`src/rtl/branch_predictor_pkg.sv`:
```
// rtl/branch_predictor_pkg.sv - shared constants and types for the branch predictor
package branch_predictor_pkg;

  localparam int INST_BYTES = 4;
  // Sequential fetch advances by one instruction.
  localparam int PC_INC = INST_BYTES;

  // Operation applied to a direction counter on the update path.
  typedef enum logic [1:0] {
    CTR_HOLD = 2'd0,
    CTR_INC  = 2'd1,
    CTR_DEC  = 2'd2,
    CTR_INIT = 2'd3
  } ctr_op_e;

endpackage

```
`src/rtl/bp_sat_counter.sv`:
```
// rtl/bp_sat_counter.sv - saturating direction counter next-value logic
module bp_sat_counter
  import branch_predictor_pkg::*;
#(
  parameter int CTR_BITS = 2
) (
  input  logic [CTR_BITS-1:0] ctr_cur,
  input  ctr_op_e             op,
  output logic [CTR_BITS-1:0] ctr_next
);

  localparam logic [CTR_BITS-1:0] CTR_MAX  = '1;
  localparam logic [CTR_BITS-1:0] CTR_ZERO = '0;
  // Weakly taken: only the MSB set.
  localparam logic [CTR_BITS-1:0] CTR_WEAK = CTR_BITS'(1) << (CTR_BITS - 1);

  // Next counter value: increments stop at all-ones, decrements stop at zero.
  always_comb begin
    ctr_next = ctr_cur;
    case (op)
      CTR_INC:  if (ctr_cur != CTR_MAX)  ctr_next = ctr_cur + CTR_BITS'(1);
      CTR_DEC:  if (ctr_cur != CTR_ZERO) ctr_next = ctr_cur - CTR_BITS'(1);
      CTR_INIT: ctr_next = CTR_WEAK;
      default:  ctr_next = ctr_cur;
    endcase
  end

endmodule

```
`src/rtl/branch_predictor.sv`:
```
// rtl/branch_predictor.sv - direct-mapped BTB with direction counters and perf counters
module branch_predictor
  import branch_predictor_pkg::*;
#(
  parameter int XLEN      = 64,
  parameter int ENTRIES   = 16,
  parameter int TAG_BITS  = 8,
  parameter int CTR_BITS  = 2,
  parameter int PERF_BITS = 32
) (
  input  logic                 CLK,
  input  logic                 RST,
  input  logic [XLEN-1:0]      pred_pc,
  output logic                 pred_hit,
  output logic                 pred_taken,
  output logic [XLEN-1:0]      pred_target,
  input  logic                 upd_valid,
  input  logic [XLEN-1:0]      upd_pc,
  input  logic                 upd_taken,
  input  logic [XLEN-1:0]      upd_target,
  input  logic                 upd_pred_taken,
  input  logic [XLEN-1:0]      upd_pred_target,
  output logic                 mispredict,
  output logic [XLEN-1:0]      redirect_pc,
  output logic [PERF_BITS-1:0] branch_count,
  output logic [PERF_BITS-1:0] mispredict_count
);

  localparam int IDX = $clog2(ENTRIES);
  localparam logic [XLEN-1:0] PC_STEP = XLEN'(PC_INC);

  if (ENTRIES < 2 || (1 << IDX) != ENTRIES || IDX + 2 + TAG_BITS > XLEN || CTR_BITS < 1)
  begin : g_bad_params
    $error("branch_predictor: illegal parameter combination");
  end

  logic [ENTRIES-1:0]  valid_q;
  logic [TAG_BITS-1:0] tag_q    [ENTRIES];
  logic [XLEN-1:0]     target_q [ENTRIES];
  logic [CTR_BITS-1:0] ctr_q    [ENTRIES];

  logic [IDX-1:0]      pred_idx;
  logic [IDX-1:0]      upd_idx;
  logic [TAG_BITS-1:0] pred_tag;
  logic [TAG_BITS-1:0] upd_tag;
  logic                upd_hit;
  ctr_op_e             ctr_op;
  logic [CTR_BITS-1:0] ctr_next;
  logic                unused_pc_bits;

  assign pred_idx = pred_pc[IDX+1:2];
  assign pred_tag = pred_pc[IDX+1+TAG_BITS:IDX+2];
  assign upd_idx  = upd_pc[IDX+1:2];
  assign upd_tag  = upd_pc[IDX+1+TAG_BITS:IDX+2];

  // Instruction-offset and high PC bits take no part in indexing or tagging.
  assign unused_pc_bits = ^{pred_pc, upd_pc};

  // Lookup reads the registered table, so a same-cycle update is not yet visible.
  assign pred_hit    = valid_q[pred_idx] && (tag_q[pred_idx] == pred_tag);
  assign pred_taken  = pred_hit && ctr_q[pred_idx][CTR_BITS-1];
  assign pred_target = pred_taken ? target_q[pred_idx] : pred_pc + PC_STEP;

  assign mispredict  = upd_valid &&
                       ((upd_taken != upd_pred_taken) ||
                        (upd_taken && (upd_target != upd_pred_target)));
  assign redirect_pc = upd_taken ? upd_target : upd_pc + PC_STEP;

  assign upd_hit = valid_q[upd_idx] && (tag_q[upd_idx] == upd_tag);

  // Pick the counter action: train on a hit, allocate weakly-taken on a taken miss.
  always_comb begin
    ctr_op = CTR_HOLD;
    if (upd_hit) ctr_op = upd_taken ? CTR_INC : CTR_DEC;
    else if (upd_taken) ctr_op = CTR_INIT;
  end

  bp_sat_counter #(
    .CTR_BITS (CTR_BITS)
  ) u_sat_counter (
    .ctr_cur  (ctr_q[upd_idx]),
    .op       (ctr_op),
    .ctr_next (ctr_next)
  );

  // Table write-back from the resolving stage; reset clears every field and wins over updates.
  always_ff @(posedge CLK) begin
    if (RST) begin
      valid_q <= '0;
      for (int i = 0; i < ENTRIES; i++) begin
        tag_q[i]    <= '0;
        target_q[i] <= '0;
        ctr_q[i]    <= '0;
      end
    end else if (upd_valid) begin
      if (ctr_op != CTR_HOLD) ctr_q[upd_idx] <= ctr_next;
      if (upd_taken) begin
        target_q[upd_idx] <= upd_target;
        if (!upd_hit) begin
          valid_q[upd_idx] <= 1'b1;
          tag_q[upd_idx]   <= upd_tag;
        end
      end
    end
  end

  // Performance counters saturate at all-ones instead of wrapping.
  always_ff @(posedge CLK) begin
    if (RST) begin
      branch_count     <= '0;
      mispredict_count <= '0;
    end else if (upd_valid) begin
      if (branch_count != '1) branch_count <= branch_count + PERF_BITS'(1);
      if (mispredict && (mispredict_count != '1))
        mispredict_count <= mispredict_count + PERF_BITS'(1);
    end
  end

endmodule

```
`config.mk`:
```
export PLATFORM = sky130hd
export DESIGN_NAME = branch_predictor
export DESIGN_NICKNAME = d
export VERILOG_FILES = /design/src/rtl/branch_predictor_pkg.sv /design/src/rtl/bp_sat_counter.sv /design/src/rtl/branch_predictor.sv
export SDC_FILE = /design/constraint.sdc
export NUM_CORES = 2
export LEC_CHECK = 0
export CAP_MARGIN = 20
export CELL_PAD_IN_SITES_DETAIL_PLACEMENT = 0
export CELL_PAD_IN_SITES_GLOBAL_PLACEMENT = 2
export CORE_UTILIZATION = 41
export CTS_BUF_LIST = sky130_fd_sc_hd__clkbuf_8
export DETAILED_ROUTE_END_ITERATION = 10
export PLACE_DENSITY = 0.82
export SETUP_SLACK_MARGIN = 0.3
export SYNTH_ARGS = -nofsm -noshare
export SYNTH_HDL_FRONTEND = slang
export SYNTH_SLANG_ARGS = --single-unit
```
`constraint.sdc`:
```
create_clock -name CLK -period 7.7 [get_ports CLK]
set_input_delay 1.54 -clock CLK [delete_from_list [all_inputs] [get_ports CLK]]
set_output_delay 1.54 -clock CLK [all_outputs]
set_load 0.01 [all_outputs]
```
* Word-level counts from Yosys, hierarchy flattened
Memory sizes are Yosys's and may differ from the RTL's. Index checks and enable logic that the tools add are counted.
Word-level totals: flip-flop bits (word level) 80, bits in writable memories 1184, input port bits 261, output and inout port bits 195, logic and storage cells 81, memories kept 3
Cells by class: add/sub/neg operators 6, $lt $le $gt $ge 3, equal/unequal tests 10, muxes and demuxes 38, bitwise gates (word level) 2, reduce and logical (&&, ||, !) cells 16
Memories:
- target_q | depth 16, width 64, read ports 1, clocked after memory_dff 0, write ports 16, line branch_predictor.sv:39 | logic [XLEN-1:0] target_q [ENTRIES];
- tag_q | depth 16, width 8, read ports 2, clocked after memory_dff 0, write ports 16, line branch_predictor.sv:38 | logic [TAG_BITS-1:0] tag_q [ENTRIES];
- ctr_q | depth 16, width 2, read ports 2, clocked after memory_dff 0, write ports 16, line branch_predictor.sv:40 | logic [CTR_BITS-1:0] ctr_q [ENTRIES];
Operator list (number):
- two-way mux 64 bit | 3
- adder 64 x 3 -> 64 bit (second input constant) | 2
- adder 32 x 1 -> 32 bit (second input constant) | 2
- != test 32 bit (second input constant) | 2
- != test 64 bit | 1
- OR reduction 64 bit | 1
- two-way mux 1 bit | 21
- equality test 8 bit | 2
- OR 16 bit | 1
- two-way mux 2 bit | 6
- two-way mux 4 bit | 3
- < comparator 4 x 5 -> 1 bit (second input constant) | 2
- binary-select mux 1 bit (select 4 bit) | 2
- two-way mux 8 bit | 1
- OR reduction 8 bit | 1
- logical AND 1 bit | 7
- one-hot mux 2 bit (3 select lines) | 1
- demux 1 bit (select 4 bit) | 1
- equality test 2 bit (second input constant) | 2
- >= comparator 4 x 1 -> 1 bit (second input constant) | 1
- AND reduction 2 bit | 2
- nonzero test 2 bit | 2
- AND reduction 3 bit | 1
- adder 2 x 1 -> 2 bit (second input constant) | 1
- other kinds (7) | 7

* Logic depth before layout (Yosys ltp)
depth after elaboration 11, gate-level depth with buffers 13, mapped depth without buffers 8

* Modules after synthesis
From an unflattened synthesis, not the netlist that was laid out.
Unflattened totals: cell total of the unflattened synthesis 4438, area, all modules 62610.0 um^2
By module, submodules not included:
- branch_predictor | instances 1, cells an instance 4430, area each 62557.5 um^2, sequential area each 37155.6 um^2
- bp_sat_counter | instances 1, cells an instance 8, area each 52.6 um^2, sequential area each 0.0 um^2

* Least setup slack after synthesis
Ideal clock, no wire load.
path type input port to output port, from in pred_pc[3], to out pred_target[55], arrival 4.114 ns, required time 6.160 ns, path slack 2.046 ns, cell stages on the path 12, buffers on the path 4, cells stage by stage buf_2 buf_4 mux4_2 mux4_2 xnor2_1 nand2_1 nor3_2 nor4b_4 and2_4 buf_12 buf_12 mux2_4
On the way: word-level cells in the longest chain between the ends 5, elaborated cells on any way between the ends 10, classes of those cells 1 x add/sub; 1 x eq/ne; 3 x mux; 2 x reduce/logical; 3 x memory
Ends and longest elaborated chain:
- start, declared | line branch_predictor.sv:13 | input logic [XLEN-1:0] pred_pc,
- memory (16 x 8 bit) / binary-select mux 1 bit (select 4 bit) (equally long branches)
- equality test 8 bit / two-way mux 1 bit (equally long branches) | line branch_predictor.sv:60 | assign pred_hit = valid_q[pred_idx] && (tag_q[pred_idx] == pred_tag);
- logical AND 1 bit (*) | line branch_predictor.sv:60
- named net pred_hit | line branch_predictor.sv:14 | output logic pred_hit,
- logical AND 1 bit (*) | line branch_predictor.sv:61 | assign pred_taken = pred_hit && ctr_q[pred_idx][CTR_BITS-1];
- named net pred_taken | line branch_predictor.sv:15 | output logic pred_taken,
- two-way mux 64 bit (*) | line branch_predictor.sv:62 | assign pred_target = pred_taken ? target_q[pred_idx] : pred_pc + PC_STEP;
- end, declared | line branch_predictor.sv:16 | output logic [XLEN-1:0] pred_target,
Mark *: on every way through the listed nets, which the timed path passes. The rest lies on a longest branch. The select of a mux whose other input is x is not followed.

* Worst setup path after layout
from in pred_pc[2], to out pred_target[3]
On the way: word-level cells in the longest chain between the ends 5, elaborated cells on any way between the ends 10, classes of those cells 1 x add/sub; 1 x eq/ne; 3 x mux; 2 x reduce/logical; 3 x memory
Ends and longest elaborated chain (line):
- branches (longest 4 deep; another with adder 64 x 3 -> 64 bit)
- two-way mux 64 bit (*) | branch_predictor.sv:62
Every way passes the cells marked *. The select of a mux whose other input is x is not followed.

==> metrics <==
run status complete, no violations; Clk pwr share between 30% and 40%; CP Launch Type primary input; Gate power share 11.2%; CTS tree built; main combinational cell family by area after synthesis multiplexers; Adder-Cell Fraction of Synth Area less than 1%; VDD IR max about 0.00013 V; fin area about 73000 um^2; Worst path max stage delay roughly 630 ps; GR Layer Usage met3 ~7%; critical setup path kind in2out; worst-path fanout max 29; Max Buffers Root-to-Sink 3; CP cell instances buf_8, mux4_1, mux4_2, xnor2_1, nand2_1, nor3_2, nor4b_4, and2_4, buf_12, mux2_2, clkdlybuf4s50_1; width of the die around 390 um; hpwl dp 133000 um; commonest non-fill, non-tap cell in the layout edfxtp_1; clk_skew 44.1 ps; hold slack final around 510 ps; Starting Density approximately two fifths; fin crit share between 90% and 100%; clk sinks ~1300; Die ar. between 150000 and 200000 um^2; wire per inst a little over 30 um; Synth Instances 4401; sequential power share between 50% and 60%; post-route DRC violation count 0; R2R setup slack between 3000 and 4000 ps; drt via density approximately 5.7; first-pass GRT wire length about 300000 um; most used routing layer met2; drt total wl between 200000 and 250000 um; CP delay by family, top multiplexers; # resized after CTS 0; # port buffers between 400 and 500; total leakage power 0.0253 uW; CP max-delay cell mux4_1; Post-synth EDFFs 1184; simple-gate share of the synthesized area roughly 15%; initial antenna violation count 30; fraction of registers with async set or reset after synthesis 0%; worst skew pair latency 940 ps; post-synthesis register bit count roughly 1300; Crit path required time approximately 6200 ps; register clock-pin slew on the reported worst setup and hold paths approximately 60 ps; met2 GRT Util between 40% and 50%; Pre-Repair DR Iteration Count 6; post-synthesis xor/xnor area fraction approximately 3.2%; GR Overflow Total 0; worst slew pin tran between 1000 and 1500 ps; most frequent cells in the layout 1184 x edfxtp_1, 835 x and2_1, 448 x nor2_1; H-tree levels 4; post-synthesis mux area share between 15 and 20%; CTS Hold Bufs 0; total number of vias between 40000 and 50000; initial detailed-routing violation count 5026; Critical Path AT 5720 ps; post-route ant nets 0; P_sw 3870 uW; pin count of the biggest net entering global routing ~130; placed instance area between 60000 and 70000 um^2; Top FF cell, synth edfxtp_1; setup tns final 0 ps; Hold Vio Cnt, Final 0; Crit. End Element output port; Hold Crit Class reg2reg; slew margin rel. between 20 and 25%; # setup viols final 0; Post-Syn Area per Cell about 14 um^2; Num CTS Buffers ~210; Max Fclk roughly 140 MHz; crit path time final 7260 ps; vias in the first global route 40500; syn_nets ~4700; GRT Util Overall between 20 and 30%; max-slew violations 0; Power Total between 15000 and 20000 uW; synth warn 0; core box area 150000 um^2; post-synth top area cell edfxtp_1; Rows 142; NumNets Final around 5100; Sw Share between 20% and 30%; share of layout cells above drive strength 1 a little under a fifth; Compound-Gate Fraction of Synth Area under 10%; post-synth top area share a little under three fifths; power per standard cell area around 210 nW/um^2; Root Driver clkbuf_8; Synth-to-Final Area Change 17.2%; max-capacitance violation count 0; mapped cell area 62300 um^2; Synth area leaders edfxtp_1 57%, mux4_2 14%, and2_1 8.4%; Critical path buffers and inverters 3; IO Pins 456; routability congestion estimate 0.832; RSZ-0062 raised after global routing false; Pint 11300 uW; Synth cell types ~70; met1 GRT Util 37.3%; Die Ht 392 um; sequential-to-total area share from yosys stat 59.7%
## cell families after synthesis
logic type	Yosys count
AO/OA/AOI/OAI	183
XOR/XNOR	229
adder cells (fa/ha/maj)	7
buffers and inverters	394
flip-flops	1264
multiplexers	510
AND/OR/NAND/NOR	1814
## tightest hold or removal path: stages (launching register included)
cell and delay, ps:
dfxtp_1 330, o31ai_1 70, a21oi_1 60
## state kept, by name (all words and copies together) (netlist names)
| name | flops |
|---|---|
| branch_count | 32 |
| mispredict_count | 32 |
| valid_q | 16 |
| ctr_q | 32 |
| target_q | 1024 |
| tag_q | 128 |
## layer usage
metal | vias up | routed length [um]
li1 | 17100 | -
met1 | 20900 | 84400
met2 | 2106 | 101000
met3 | 344 | 22500
met4 | 26 | 6870
met5 | - | 178
## metrics by stage
step	cells	util, %	setup WS (ps)
4_1_cts	7043	48.6	424
6_report	7047	48.6	438
5_1_grt	7044	48.6	327
3_3_place_gp	6670	46.0	23.4
3_5_place_dp	6671	46.0	96.2
2_1_floorplan	4401	-	2050
## power groups by stage
stage               clock network (uW)  registers (uW)  logic, uW
finish                            5500            7950       1700
floorplan                            0            8060        894
global placement                     0            8070       1700
CTS                               5560            7950       1700
detailed placement                   0            8090       1700
global route                      5840            7980       1770
## synth_stat cells, drive strengths merged, types with 3 or more instances
cell,number
o31ai,5
xnor2,117
nand2b,5
o22ai,3
or2,4
mux4,403
dfxtp,80
edfxtp,1184
inv,26
and4,19
nor3,23
ha,7
a21o,14
clkinv,13
a31o,4
buf,87
nor4,13
nor3b,3
and2,837
a22o,19
a211oi,4
clkbuf,268
or3,11
o21ai,74
xor2,112
a2111o,4
and3,29
nor2b,20
a21oi,33
nand4,58
or4,7
o221ai,5
mux2i,38
nand3,102
mux2,69
nand2,215
nor2,464
a32o,4
## final cells by class
type	instances	area (um^2)
Clock inverter	151	744
Timing Repair Buffer	610	5770
Fill cell	13100	77300
Clock buffer	220	3030
Multi-Input combinational cell	2743	23600
Inverter	39	151
Sequential cell	1264	37200
Tap cell	2016	2520
Antenna cell	4	10.0
## final timing paths
kind / start / to / cells past startpoint
max reg2reg: tag_q[15][5] / ctr_q[11][1] / 9
min: mispredict_count[31] / mispredict_count[31] / 2
min reg2reg: mispredict_count[31] / mispredict_count[31] / 2
max: pred_pc[2] / pred_target[3] / 11
## what timing repair did
action                                  in CTS  in global routing
endpoints found under the setup margin       6                  0
hold endpoints to repair                     0                  0
setup buffers                                1                  0
(Power assumes the default switching activity.)
